`config.mk`:
```
export PLATFORM = sky130hd
export DESIGN_NAME = modexp_ctrl_flat
export DESIGN_NICKNAME = d
export VERILOG_FILES = /design/src/rtl/rsa_pkg.sv /design/src/rtl/modexp_ctrl_if.sv /design/src/rtl/modexp_ctrl.sv /design/src/flat_wrapper.sv
export SDC_FILE = /design/constraint.sdc
export NUM_CORES = 1
export LEC_CHECK = 0
export ABC_AREA = 1
export CAP_MARGIN = 20
export CELL_PAD_IN_SITES_DETAIL_PLACEMENT = 1
export CELL_PAD_IN_SITES_GLOBAL_PLACEMENT = 2
export CORE_MARGIN = 2
export CORE_UTILIZATION = 36
export CTS_CLUSTER_DIAMETER = 50
export DETAILED_ROUTE_END_ITERATION = 7
export PLACE_DENSITY_LB_ADDON = 0.3
export SLEW_MARGIN = 30
export SYNTH_ARGS = -nofsm -noshare
export SYNTH_HDL_FRONTEND = slang
export SYNTH_SLANG_ARGS = --single-unit
```
`constraint.sdc`:
```
create_clock -name clk -period 7.55 [get_ports clk]
set_input_delay 1.51 -clock clk [delete_from_list [all_inputs] [get_ports clk]]
set_output_delay 1.51 -clock clk [all_outputs]
set_load 0.02 [all_outputs]
```
`src/rtl/rsa_pkg.sv`:
```
// rsa_pkg
//   Declarations shared by the RSA datapath blocks: the modular
//   exponentiation sequencer state type, default widths, and the smallest
//   modulus the modulo lookup table can accept (the front end reuses it too).
package rsa_pkg;

   localparam int NUM_WIDTH_DEF = 12;
   localparam int N_WIDTH_DEF   = 6;
   localparam int E_WIDTH_DEF   = 6;

   // The modulo table is indexed by N-2, so no divisor below this may reach it.
   localparam int MIN_MODULUS   = 2;

   typedef enum logic [2:0] {
      IDLE,
      RED_ISS,
      RED_WAIT,
      SQ_ISS,
      SQ_WAIT,
      MUL_ISS,
      MUL_WAIT,
      DONE
   } modexp_state_t;

endpackage

```
`src/rtl/modexp_ctrl_if.sv`:
```
// modexp_ctrl_if
//   Request/response handshake between the RSA encrypt/decrypt front end
//   (master) and the modular exponentiation sequencer (slave).
//   master drives : start, base, exp, modulus
//   slave drives  : busy, done (1-cycle pulse), result, err
interface modexp_ctrl_if
   import rsa_pkg::*;
#(
   parameter int N_WIDTH = N_WIDTH_DEF,
   parameter int E_WIDTH = E_WIDTH_DEF
);
   logic               start;
   logic [N_WIDTH-1:0] base;
   logic [E_WIDTH-1:0] exp;
   logic [N_WIDTH-1:0] modulus;
   logic               busy;
   logic               done;
   logic [N_WIDTH-1:0] result;
   logic               err;

   modport master (
      output start, base, exp, modulus,
      input  busy, done, result, err
   );

   modport slave (
      input  start, base, exp, modulus,
      output busy, done, result, err
   );
endinterface

```
`src/rtl/modexp_ctrl.sv`:
```
// modexp_ctrl
//   Computes result = base^exp mod modulus by left-to-right square-and-
//   multiply, using the external modulo table as its only reduction engine.
//   Every table access is an ISS/WAIT pair: lut_num/lut_N are loaded on entry
//   to ISS, held through WAIT, and lut_rem is captured at the edge ending WAIT.
//   clk, rst : clock, asynchronous active-high reset
//   req      : slave side of the start/done handshake
//   lut_num  : dividend to the modulo table
//   lut_N    : divisor to the modulo table, never below MIN_MODULUS
//   lut_rem  : table remainder, valid one cycle after lut_num/lut_N
module modexp_ctrl
   import rsa_pkg::*;
#(
   parameter int NUM_WIDTH = NUM_WIDTH_DEF,   // must be >= 2*N_WIDTH
   parameter int N_WIDTH   = N_WIDTH_DEF,
   parameter int E_WIDTH   = E_WIDTH_DEF
) (
   input  logic                 clk,
   input  logic                 rst,
   modexp_ctrl_if.slave         req,
   output logic [NUM_WIDTH-1:0] lut_num,
   output logic [N_WIDTH-1:0]   lut_N,
   input  logic [N_WIDTH-1:0]   lut_rem
);

   localparam int BIT_W = (E_WIDTH > 1) ? $clog2(E_WIDTH) : 1;

   modexp_state_t      state;
   logic [E_WIDTH-1:0] exp_r;
   logic [N_WIDTH-1:0] acc;
   logic [N_WIDTH-1:0] base_r;
   logic [BIT_W-1:0]   bit_idx;

   // Operands are already reduced below the modulus, so the 2*N_WIDTH
   // product cannot overflow; it is zero-extended to the table's width.
   function automatic logic [NUM_WIDTH-1:0] mulx(input logic [N_WIDTH-1:0] a,
                                                 input logic [N_WIDTH-1:0] b);
      logic [2*N_WIDTH-1:0] p;
      p = (2*N_WIDTH)'(a) * (2*N_WIDTH)'(b);
      return NUM_WIDTH'(p);
   endfunction

   always_ff @(posedge clk or posedge rst) begin
      if (rst) begin
         state      <= IDLE;
         req.busy   <= 1'b0;
         req.done   <= 1'b0;
         req.result <= '0;
         req.err    <= 1'b0;
         lut_num    <= '0;
         lut_N      <= N_WIDTH'(MIN_MODULUS);
         acc        <= '0;
         base_r     <= '0;
         bit_idx    <= '0;
         exp_r      <= '0;
      end else begin
         req.done <= 1'b0;
         case (state)
            IDLE: begin
               if (req.start) begin
                  exp_r   <= req.exp;
                  bit_idx <= BIT_W'(E_WIDTH - 1);
                  if (req.modulus < N_WIDTH'(MIN_MODULUS)) begin
                     // Unusable modulus: answer at once, never touch the table.
                     req.done   <= 1'b1;
                     req.result <= '0;
                     req.err    <= 1'b1;
                     state      <= DONE;
                  end else begin
                     acc      <= N_WIDTH'(1);
                     lut_num  <= NUM_WIDTH'(req.base);
                     lut_N    <= req.modulus;
                     req.busy <= 1'b1;
                     state    <= RED_ISS;
                  end
               end
            end
            RED_ISS: state <= RED_WAIT;
            RED_WAIT: begin
               base_r  <= lut_rem;
               lut_num <= mulx(acc, acc);
               state   <= SQ_ISS;
            end
            SQ_ISS: state <= SQ_WAIT;
            SQ_WAIT: begin
               // acc is updated this edge, so the next product uses lut_rem.
               acc <= lut_rem;
               if (exp_r[bit_idx]) begin
                  lut_num <= mulx(lut_rem, base_r);
                  state   <= MUL_ISS;
               end else if (bit_idx == '0) begin
                  req.result <= lut_rem;
                  req.err    <= 1'b0;
                  req.done   <= 1'b1;
                  req.busy   <= 1'b0;
                  state      <= DONE;
               end else begin
                  bit_idx <= bit_idx - 1'b1;
                  lut_num <= mulx(lut_rem, lut_rem);
                  state   <= SQ_ISS;
               end
            end
            MUL_ISS: state <= MUL_WAIT;
            MUL_WAIT: begin
               acc <= lut_rem;
               if (bit_idx == '0) begin
                  req.result <= lut_rem;
                  req.err    <= 1'b0;
                  req.done   <= 1'b1;
                  req.busy   <= 1'b0;
                  state      <= DONE;
               end else begin
                  bit_idx <= bit_idx - 1'b1;
                  lut_num <= mulx(lut_rem, lut_rem);
                  state   <= SQ_ISS;
               end
            end
            DONE: state <= IDLE;
            default: state <= IDLE;
         endcase
      end
   end

endmodule
```
`src/flat_wrapper.sv`:
```
// flat-port wrapper written by rule: the top's interface ports become plain ports
module modexp_ctrl_flat import rsa_pkg::*;
#(
   parameter int NUM_WIDTH = NUM_WIDTH_DEF,                          
   parameter int N_WIDTH   = N_WIDTH_DEF,
   parameter int E_WIDTH   = E_WIDTH_DEF
)
  (clk, rst, lut_num, lut_N, lut_rem, req_start, req_base, req_exp, req_modulus, req_busy, req_done, req_result, req_err);
  modexp_ctrl_if #(.N_WIDTH(N_WIDTH), .E_WIDTH(E_WIDTH)) req_i ();
  input  logic clk;
  input  logic rst;
  output logic [NUM_WIDTH-1:0] lut_num;
  output logic [N_WIDTH-1:0] lut_N;
  input  logic [N_WIDTH-1:0] lut_rem;
  input wire logic [$bits(req_i.start)-1:0] req_start;
  input wire logic [$bits(req_i.base)-1:0] req_base;
  input wire logic [$bits(req_i.exp)-1:0] req_exp;
  input wire logic [$bits(req_i.modulus)-1:0] req_modulus;
  output wire logic [$bits(req_i.busy)-1:0] req_busy;
  output wire logic [$bits(req_i.done)-1:0] req_done;
  output wire logic [$bits(req_i.result)-1:0] req_result;
  output wire logic [$bits(req_i.err)-1:0] req_err;
  assign req_i.start = req_start;
  assign req_i.base = req_base;
  assign req_i.exp = req_exp;
  assign req_i.modulus = req_modulus;
  assign req_busy = req_i.busy;
  assign req_done = req_i.done;
  assign req_result = req_i.result;
  assign req_err = req_i.err;
  modexp_ctrl #(.NUM_WIDTH(NUM_WIDTH), .N_WIDTH(N_WIDTH), .E_WIDTH(E_WIDTH)) u_core (.clk(clk), .rst(rst), .req(req_i), .lut_num(lut_num), .lut_N(lut_N), .lut_rem(lut_rem));
endmodule
```
==> impl_metrics.csv, run 1 <==
group,metric,value,unit
critical_path,start_kind,"primary input",
floorplanning,die_h,125,um
yosys,synth_area_leader_cell,"dfrtp_1",
floorplanning,pin_count,54,
cts,htree_num_levels,2,
sta,clock-skew-final,0.00901,ns
yosys,synth-seq-area-share,0.242,
critical_path,r2r_setup_slack,3.78,ns
critical_path,worstSetupEndpoint,"u_core.lut_num[11]$_DFFE_PP0P_",
sta,period_minus_slack,5.31,ns
critical_path,ff2ff_path_depth,15,
power_and_ir_drop,p_leak,3.52,nW
drt,firstDrtPassIters,5,
global_route,overflow,0,
yosys,synthCells,747,
critical_path,critical_path_arrival,5.49,ns
cts,clock_latency,0.31,ns
cells_and_area,nFillCells,1865,
yosys,async_flop_share,1.00,
critical_path,path_class,"primary input to flip-flop",
yosys,yosys-top-cells-area,"dfrtp_1 (24%), nand2_1 (15%), fa_1 (13%), inv_1 (12%), ha_1 (11%)",
critical_path,crit_path_start,"lut_rem[3]",
yosys,syn-num-nets,855,
drt,ant_nets,0,
sta,slew_headroom,0.500,
power_and_ir_drop,clkPwrFrac,0.110,
global_route,grt_pass1_wl,26.6,mm
drt,drt-initial-drc-count,119,
place,dp_hpwl,12.7,mm
drt,drt-total-wl,15.8,mm
cells_and_area,drive_gt1_frac,0.0492,
cells_and_area,seq_area,1280,um^2
place,port_buffers,53,
sta,max_freq,0.188,GHz
cells_and_area,antenna-diode-count,0,
drt,remaining_drc_errors,0,
min_path,hp-start,"u_core.exp_r[5]$_DFFE_PP0P_",
yosys,ys_types,39,
sta,fin_tns_setup,0,ns
run,max_cap_viol_count,0,
place,dp_slack,1.89,ns
yosys,synth_edf_count,0,
critical_path,crit_path_end_kind,"flip-flop",
cts,numCtsBuffers,5,
critical_path,r2r_end,"u_core.lut_num[11]$_DFFE_PP0P_",
sta,hold_violations,0,
cts,cts.sink_count,51,
cts,cts_tree,"yes",
global_route,grt_pass1_vias,5354,
cts,clk_path_buf_depth,2,
yosys,yosys_warnings,0,
drt,viasPerCell,4.92,
cells_and_area,syn2layout_area_growth,16.3,%
place,gp_congestion,0.865,
cts,path_clk_slew,0.08,ns
sta,rsz0062_at_grt,"false",
critical_path,cp_cell_sequence,"clkdlybuf4s50_1 > nand2_1 > inv_1 > fa_1 > fa_1 > inv_1 > fa_1 > inv_1 > ha_1 > nand3b_1 > nand2_1 > nand2_1 > a21oi_1 > nor2_1 > a21oi_1 > nand3_1",
cells_and_area,multi_input_area,3260,um^2
critical_path,cp_slowest_cell,"clkdlybuf4s50_1",
drt,wire_per_inst,16.1,um
yosys,yosys.area.top_type_share,0.237,
cts,postCtsHoldBufs,0,
sta,slew_viol_final,0,
global_route,grt_usage,0.209,
floorplanning,start_util,0.366,
sta,period_share,0.704,
cts,cts_resized,0,
power_and_ir_drop,power_frac_seq,0.209,
cells_and_area,nets,899,
cts,cts_setup_buffers,0,
critical_path,critPathMaxStageDelay,0.86,ns
critical_path,critPathMaxFanout,16,
outcome,outcome,"finished, final reports clean",
critical_path,cp.required,7.73,ns
floorplanning,rows,44,
sta,fin_ws,2.24,ns
yosys,ys_ff_latch,51,
global_route,grt_max_degree,52,
floorplanning,dieArea,15600,um^2
yosys,synthFlopType,"dfrtp_1",
cts,clock-root-buffer,"clkbuf_16",
sta,tightestPinTransition,0.747,ns
min_path,min_path_type,"flip-flop to flip-flop",
yosys,netlist_area,5280,um^2
power_and_ir_drop,p_per_area,408,nW/um^2
yosys,avgSynthCellArea,7.07,um^2
floorplanning,core_area,14400,um^2
drt,vias,4804,
critical_path,regToRegStartpoint,"u_core.acc[5]$_DFFE_PP0P_",
power_and_ir_drop,p_int,1.17,mW
power_and_ir_drop,p_sw,1.33,mW
floorplanning,fp.dieW,125,um
global_route,antenna_found_initial,0,
power_and_ir_drop,switching_share,0.531,
sta,setup_viol,0,
power_and_ir_drop,pwr-share-comb,0.681,
power_and_ir_drop,vdd_ir_drop_max,0.166,mV
-- per-layer routing --
| layer | routed length (um) | part of all wire | vias up | global-route usage |
|---|---|---|---|---|
| li1 | - | - | 2377 | - |
| met1 | 7440 | 0.47 | 2332 | 0.269 |
| met2 | 7620 | 0.48 | 76 | 0.369 |
| met3 | 428 | 0.027 | 19 | 0.0338 |
| met4 | 269 | 0.017 | 0 | 0.0503 |
| met5 | 0 | 0 | - | 0 |
-- power by group through the flow --
| stage | sequential (mW) | combinational (mW) | clock, mW |
|---|---|---|---|
| after floorplan | 0.540 | 1.14 | 0 |
| after global placement | 0.521 | 1.64 | 0 |
| after detailed placement | 0.525 | 1.71 | 0 |
| after CTS | 0.522 | 1.73 | 0.280 |
| after global routing | 0.541 | 1.97 | 0.291 |
| final | 0.522 | 1.70 | 0.276 |
-- cell usage after synthesis, types with 2 or more instances --
cell and n:
buf_2 4, ha_1 48, a21o_1 4, o22ai_1 4, a21oi_1 23, nand2_4 2
o21ai_0 36, clkbuf_1 12, o21ai_1 2, fa_1 33, nand4_1 14, nor2_4 2
xor2_1 6, nor2_1 35, or2_2 2, o21a_1 4, nand3_2 2, nand3_1 51
inv_1 168, a21boi_0 2, xnor2_1 4, nand2_1 204, dfrtp_1 50, nand2_2 6
inv_2 8, nand3b_1 6, nor2_2 3
-- final cells by class --
cell class | instances | area share
multi-input combinational | 502 | 0.531
clock inverter | 2 | 0.00632
clock buffer | 6 | 0.0210
tap | 184 | 0.0375
timing repair buffer | 54 | 0.0877
sequential | 51 | 0.208
inverter | 177 | 0.109
-- flip-flops by register name, indices dropped and copies added (netlist names) --
register           count
u_core.exp_r           6
u_core.req.done        1
u_core.acc             6
u_core.req.err         1
u_core.base_r          6
u_core.bit_idx         3
u_core.req.busy        1
u_core.state           3
u_core.lut_num        12
u_core.req.result      6
u_core.lut_N           6
-- metrics by stage --
stage	total power [mW]	instances	hold WS (ns)	instance area, um^2	util
finish	2.50	976	0.489	6140	0.425
global route	2.80	976	0.516	6140	0.425
CTS	2.53	976	0.496	6140	0.425
detailed placement	2.23	968	0.474	5970	0.414
global placement	2.16	968	0.460	5970	0.414
floorplan	1.68	747	0.442	5280	-
-- how the worst min path moves through the flow --
stage | cells after the start | end
floorplan | 2 | u_core.exp_r[4]$_DFFE_PP0P_
global placement | 2 | u_core.req.busy$_DFFE_PP0P_
detailed placement | 2 | u_core.req.busy$_DFFE_PP0P_
CTS | 2 | u_core.req.busy$_DFFE_PP0P_
global route | 1 | u_core.req.err$_DFFE_PP0P_
finish | 2 | u_core.exp_r[5]$_DFFE_PP0P_
-- cell families (layout without fill, tap and decap cells) --
logic type | count (synthesis) | count (layout) | synth area share
buffers and inverters | 194 | 239 | 0.141
AND/OR/NAND/NOR | 330 | 330 | 0.274
multiplexers | 1 | 1 | 0.00213
adder cells (fa/ha/maj) | 81 | 81 | 0.239
AO/OA/AOI/OAI | 80 | 80 | 0.0851
flip-flops | 51 | 51 | 0.242
XOR/XNOR | 10 | 10 | 0.0166
-- worst max-delay path: cells and delay by family --
| kind | cells | cell delay (ns) |
|---|---|---|
| buffers and inverters | 4 | 1.06 |
| AO/OA/AOI/OAI | 2 | 0.41 |
| adder cells (fa/ha/maj) | 4 | 1.90 |
| AND/OR/NAND/NOR | 6 | 0.61 |
-- placed cells by master (no fill, tap or decap), types with 2 or more instances in the layout --
cell	instances
o21ai_0	36
o21ai_1	2
nand2_4	2
nor2_4	2
nand3_2	2
a21oi_1	23
nand4_1	14
a21boi_0	2
clkdlybuf4s50_1	53
inv_1	167
dfrtp_1	50
clkbuf_16	5
ha_1	48
inv_2	9
o22ai_1	4
xnor2_1	4
xor2_1	6
or2_2	2
nand2_2	6
nand3_1	51
nor2_1	35
o21a_1	4
nand2_1	204
nand3b_1	6
a21o_1	4
nor2_2	3
fa_1	33
Note: power is estimated with default switching activity, not from simulation.
==> inputs of run 2 (changes only) <==
--- a/config.mk
+++ b/config.mk
@@ -10,7 +10,7 @@
 export CELL_PAD_IN_SITES_DETAIL_PLACEMENT = 1
 export CELL_PAD_IN_SITES_GLOBAL_PLACEMENT = 2
 export CORE_MARGIN = 2
-export CORE_UTILIZATION = 36
+export CORE_UTILIZATION = 33
 export CTS_CLUSTER_DIAMETER = 50
 export DETAILED_ROUTE_END_ITERATION = 7
 export PLACE_DENSITY_LB_ADDON = 0.3
==> constraint.sdc (replaced) <==
create_clock -name clk -period 5.42 [get_ports clk]
set_input_delay 1.084 -clock clk [delete_from_list [all_inputs] [get_ports clk]]
set_output_delay 1.084 -clock clk [all_outputs]
set_load 0.02 [all_outputs]
==> run 2 against run 1 <==
Compared with the run above:
- final cell count increased by 3.9%
- clock skew is 0.0010 ns lower
- sequential cell count stayed put
- first-iteration DRC count grew 51%
- critical path depth rose by 1
- utilization decreased by 3.2 points
- count of clock-buffer cells in the layout shrank 1
- non-clock buffer count grew 6
- design area rose by 1.1%
- worst setup slack worse by 1.5 ns
- sequential share of layout area decreased by 0.23 points
- combinational power increased by 39%
- critical path type unchanged
- critical endpoint is now u_core.lut_num[6]$_DFFE_PP0P_
==> impl_metrics.csv, run 2 (synthesis results as in run 1) <==
group,metric,value,unit
outcome,outcome,"finished, final reports clean",
run,max_cap_viol_count,0,
cts,cts_resized,0,
global_route,grt_pass1_wl,26.4,mm
drt,viasPerCell,4.74,
global_route,antenna_found_initial,0,
global_route,grt_max_degree,46,
global_route,overflow,0,
cells_and_area,syn2layout_area_growth,17.6,%
critical_path,path_class,"primary input to flip-flop",
drt,vias,4802,
place,dp_slack,0.444,ns
sta,tightestPinTransition,0.641,ns
cells_and_area,final_cell_count_no_fill,1014,
cts,cts.sink_count,51,
power_and_ir_drop,p_total,3.44,mW
min_path,min_path_type,"flip-flop to flip-flop",
sta,period_minus_slack,4.64,ns
cells_and_area,regMostFlops,"u_core.lut_num",
critical_path,cp_cell_sequence,"clkdlybuf4s50_1 > buf_4 > nand2_1 > inv_1 > fa_1 > inv_1 > fa_1 > fa_1 > inv_1 > ha_1 > nand3_1 > nand2_1 > or2_2 > nand3_1 > nand2_1 > nand3_1 > o2111ai_1",
sta,clock-skew-final,0.00798,ns
sta,fin_hold_ws,0.478,ns
cells_and_area,nets,905,
sta,max_freq,0.215,GHz
critical_path,start_kind,"primary input",
floorplanning,pin_count,54,
cells_and_area,largest_register_ffs,12,
drt,wire_per_inst,15.3,um
floorplanning,fp.dieW,130,um
cts,cts_setup_buffers,0,
cells_and_area,nFillCells,2007,
drt,drt-total-wl,15.6,mm
critical_path,crit_path_end_kind,"flip-flop",
floorplanning,die_h,130,um
sta,fin_tns_setup,0,ns
drt,remaining_drc_errors,0,
sta,rsz0062_at_grt,"false",
power_and_ir_drop,p_leak,3.54,nW
global_route,grt_pass1_vias,5254,
sta,hold_violations,0,
cells_and_area,final_common_cell,"nand2_1",
cts,clock_latency,0.31,ns
cells_and_area,antenna-diode-count,0,
place,port_buffers,53,
power_and_ir_drop,vdd_ir_drop_max,0.217,mV
power_and_ir_drop,p_per_area,554,nW/um^2
cts,clock-root-buffer,"clkbuf_16",
cts,numCtsBuffers,5,
sta,period_share,0.857,
critical_path,critPathMaxFanout,10,
sta,setup_viol,0,
cts,postCtsHoldBufs,0,
critical_path,critPathMaxStageDelay,0.65,ns
cells_and_area,drive_gt1_frac,0.0576,
cts,htree_num_levels,2,
critical_path,cp.required,5.59,ns
floorplanning,dieArea,17000,um^2
global_route,grt_usage,0.200,
drt,ant_nets,0,
critical_path,cp_slowest_cell,"clkdlybuf4s50_1",
cts,cts_tree,"yes",
cells_and_area,final_cell_mix,"nand2_1 (204), inv_1 (167), clkdlybuf4s50_1 (53)",
drt,firstDrtPassIters,4,
sta,slew_headroom,0.571,
place,dp_hpwl,13.0,mm
drt,drt-initial-drc-count,180,
sta,slew_viol_final,0,
floorplanning,rows,46,
place,placed_cells,1006,
cts,path_clk_slew,0.07,ns
cts,clk_path_buf_depth,2,
floorplanning,core_area,15800,um^2
critical_path,critical_path_arrival,4.82,ns
sta,fin_ws,0.776,ns
floorplanning,start_util,0.335,
place,gp_congestion,0.835,
-- run 2: layout make-up --
class / instances / area, um^2 / area share
Multi-Input combinational cell: 502 / 3260 / 0.525
Sequential cell: 51 / 1280 / 0.206
Inverter: 177 / 667 / 0.107
Timing Repair Buffer: 60 / 583 / 0.0939
Tap cell: 216 / 270 / 0.0435
Clock buffer: 5 / 125 / 0.0202
Clock inverter: 3 / 27.5 / 0.00443
-- run 2: path summary, 6_finish.rpt --
check                                             startpoint                          endpoint  slack (ns)  cells after the start
worst min register to register   u_core.exp_r[4]$_DFFE_PP0P_       u_core.exp_r[4]$_DFFE_PP0P_        0.48                      2
min in group asynchronous                                rst  u_core.req.result[3]$_DFFE_PP0P_        0.97                      2
max in group asynchronous                                rst     u_core.lut_num[6]$_DFFE_PP0P_        3.59                      3
worst max-delay path                              lut_rem[3]     u_core.lut_num[6]$_DFFE_PP0P_        0.78                     17
worst min-delay path             u_core.exp_r[4]$_DFFE_PP0P_       u_core.exp_r[4]$_DFFE_PP0P_        0.48                      2
worst max register to register  u_core.base_r[5]$_DFFE_PP0P_     u_core.lut_num[8]$_DFFE_PP0P_        1.70                     16
-- run 2: worst max-delay path: cells and delay by family --
kind,cells,cell delay (ns)
AOI/OAI and AO/OA,1,0.10
adders and majority gates,4,1.75
buffers and inverters,5,1.12
and+or+nand+nor,7,0.74
-- run 2: power by group --
group / switching [mW] / internal [mW] / leakage (nW) / total (mW)
clock: 0.163 / 0.176 / 0.0719 / 0.339
combinational: 1.50 / 0.877 / 2.82 / 2.37
sequential: 0.181 / 0.543 / 0.640 / 0.723
-- run 2: metal layers --
metal,vias to the layer above,part of all wire,track usage
met5,-,0,0
met4,0,0.0083,0.0357
met3,10,0.026,0.0273
met2,51,0.50,0.364
met1,2354,0.47,0.257
li1,2387,-,-
-- run 2: through the flow --
stage	util	area, um^2
final	0.394	6210
after global routing	0.394	6210
after CTS	0.394	6210
after detailed placement	0.384	6050
after global placement	0.384	6050
after floorplan	-	5280
==> inputs of run 3 (changes only) <==
--- a/config.mk
+++ b/config.mk
@@ -14,6 +14,7 @@
 export CTS_CLUSTER_DIAMETER = 50
 export DETAILED_ROUTE_END_ITERATION = 7
 export PLACE_DENSITY_LB_ADDON = 0.3
+export RECOVER_POWER = 50
 export SLEW_MARGIN = 30
 export SYNTH_ARGS = -nofsm -noshare
 export SYNTH_HDL_FRONTEND = slang
==> run 3 against run 2 <==
Compared with the run above:
- the run now ends with max-capacitance violations, max-slew violations left
- final cell count stayed put
- highest routed layer is now met5
- total power is 0.18% lower
- routed wire length hardly changed
==> impl_metrics.csv, run 3 (synthesis results as in run 1) <==
group,metric,value,unit
sta,max_freq,0.208,GHz
cts,postCtsHoldBufs,0,
outcome,violations,"max-capacitance violations, max-slew violations",
sta,fin_ws,0.615,ns
cells_and_area,syn2layout_area_growth,17.4,%
cts,path_clk_slew,0.07,ns
sta,rsz0062_at_grt,"false",
sta,fin_tns_setup,0,ns
drt,ant_nets,0,
global_route,grt_pass1_vias,5254,
power_and_ir_drop,p_per_area,554,nW/um^2
global_route,antenna_found_initial,1,
floorplanning,die_h,130,um
critical_path,critPathMaxFanout,10,
global_route,grt_usage,0.200,
drt,firstDrtPassIters,4,
drt,drt-total-wl,15.6,mm
floorplanning,core_area,15800,um^2
cts,cts_tree,"yes",
cts,cts_resized,0,
cts,cts.sink_count,51,
drt,wire_per_inst,15.3,um
cells_and_area,regMostFlops,"u_core.lut_num",
critical_path,crit_path_end_kind,"flip-flop",
cells_and_area,antenna-diode-count,0,
drt,vias,4812,
cells_and_area,drive_gt1_frac,0.0501,
global_route,overflow,0,
floorplanning,fp.dieW,130,um
critical_path,start_kind,"primary input",
cells_and_area,nets,905,
floorplanning,pin_count,54,
cts,cts_setup_buffers,0,
floorplanning,dieArea,17000,um^2
power_and_ir_drop,vdd_ir_drop_max,0.217,mV
sta,hold_violations,0,
outcome,outcome,"complete, but fails checks",
cells_and_area,final_cell_mix,"nand2_1 (204), inv_1 (169), nand3_1 (51)",
cells_and_area,final_cell_count_no_fill,1014,
critical_path,path_class,"primary input to flip-flop",
sta,tightestPinTransition,2.67,ns
floorplanning,rows,46,
place,dp_slack,0.444,ns
place,dp_hpwl,13.0,mm
cells_and_area,largest_register_ffs,12,
global_route,grt_pass1_wl,26.4,mm
drt,remaining_drc_errors,0,
drt,viasPerCell,4.75,
cts,numCtsBuffers,5,
sta,period_minus_slack,4.80,ns
drt,drt-initial-drc-count,179,
cts,clk_path_buf_depth,2,
sta,clock-skew-final,0.00804,ns
sta,period_share,0.886,
critical_path,r2r_setup_slack,1.69,ns
run,max_cap_viol_count,1,
critical_path,critical_path_arrival,4.98,ns
sta,slew_viol_final,46,
power_and_ir_drop,p_total,3.43,mW
power_and_ir_drop,p_leak,3.53,nW
cells_and_area,multi_input_area,3250,um^2
cells_and_area,final_common_cell,"nand2_1",
place,placed_cells,1006,
min_path,min_path_type,"flip-flop to flip-flop",
global_route,grt_max_degree,46,
cells_and_area,nFillCells,2006,
cts,clock_latency,0.31,ns
cells_and_area,stdcell_area,6190,um^2
sta,slew_headroom,-0.782,
floorplanning,start_util,0.335,
critical_path,cp.required,5.59,ns
cts,htree_num_levels,2,
cells_and_area,seq_area,1280,um^2
place,gp_congestion,0.835,
place,port_buffers,53,
cts,clock-root-buffer,"clkbuf_16",
sta,setup_viol,0,
place,placed_area,6050,um^2
[run 3: cell types whose count changed in the layout (fill, tap and decap cells not counted)]
cell             previous run  this run
clkdlybuf4s50_1            53        46
dlygate4sd3_1               0         7
buf_4                       7         4
clkbuf_1                    0         3
inv_1                     167       169
inv_2                       9         7
nor2_1                     35        36
nor2_2                      3         2
[run 3: worst paths after layout]
path / startpoint / endpoint / cells past startpoint
max: lut_rem[1] / u_core.lut_num[6]$_DFFE_PP0P_ / 17
min reg2reg: u_core.exp_r[4]$_DFFE_PP0P_ / u_core.exp_r[4]$_DFFE_PP0P_ / 2
max reg2reg: u_core.base_r[5]$_DFFE_PP0P_ / u_core.lut_num[8]$_DFFE_PP0P_ / 16
max in group asynchronous: rst / u_core.lut_num[6]$_DFFE_PP0P_ / 3
min in group asynchronous: rst / u_core.req.result[3]$_DFFE_PP0P_ / 2
min: u_core.exp_r[4]$_DFFE_PP0P_ / u_core.exp_r[4]$_DFFE_PP0P_ / 2
[run 3: area by class of cell]
type                       instances  area share
clock buffer                       5      0.0202
clock inverter                     3     0.00444
inverter                         177       0.108
multi-input combinational        502       0.525
sequential                        51       0.206
tap                              216      0.0436
timing repair buffer              60      0.0923
[run 3: metrics by stage]
step	utilization	hold WS [ns]
floorplan	-	0.442
global placement	0.384	0.461
detailed placement	0.384	0.467
CTS	0.394	0.489
global route	0.393	0.521
finish	0.393	0.479
[run 3: critical path: stages]
cell and delay (ns):
clkdlybuf4s50_1 0.52, clkbuf_1 0.42, nand2_1 0.12, inv_1 0.12, fa_1 0.43, inv_1 0.12, fa_1 0.45, fa_1 0.57
inv_1 0.05, ha_1 0.33, nand3_1 0.12, nand2_1 0.07, or2_2 0.27, nand3_1 0.08, nand2_1 0.07, nand3_1 0.06
o2111ai_1 0.10
[run 3: layer usage]
layer	vias up	wire length, um	GRT usage
li1	2386	-	-
met1	2360	7240	0.257
met2	50	7780	0.364
met3	14	379	0.0273
met4	2	144	0.0357
met5	-	13	0
[run 3: report_power, final]
group | switching, mW | internal (mW)
sequential | 0.181 | 0.543
combinational | 1.50 | 0.873
clock | 0.163 | 0.176
total | 1.84 | 1.59
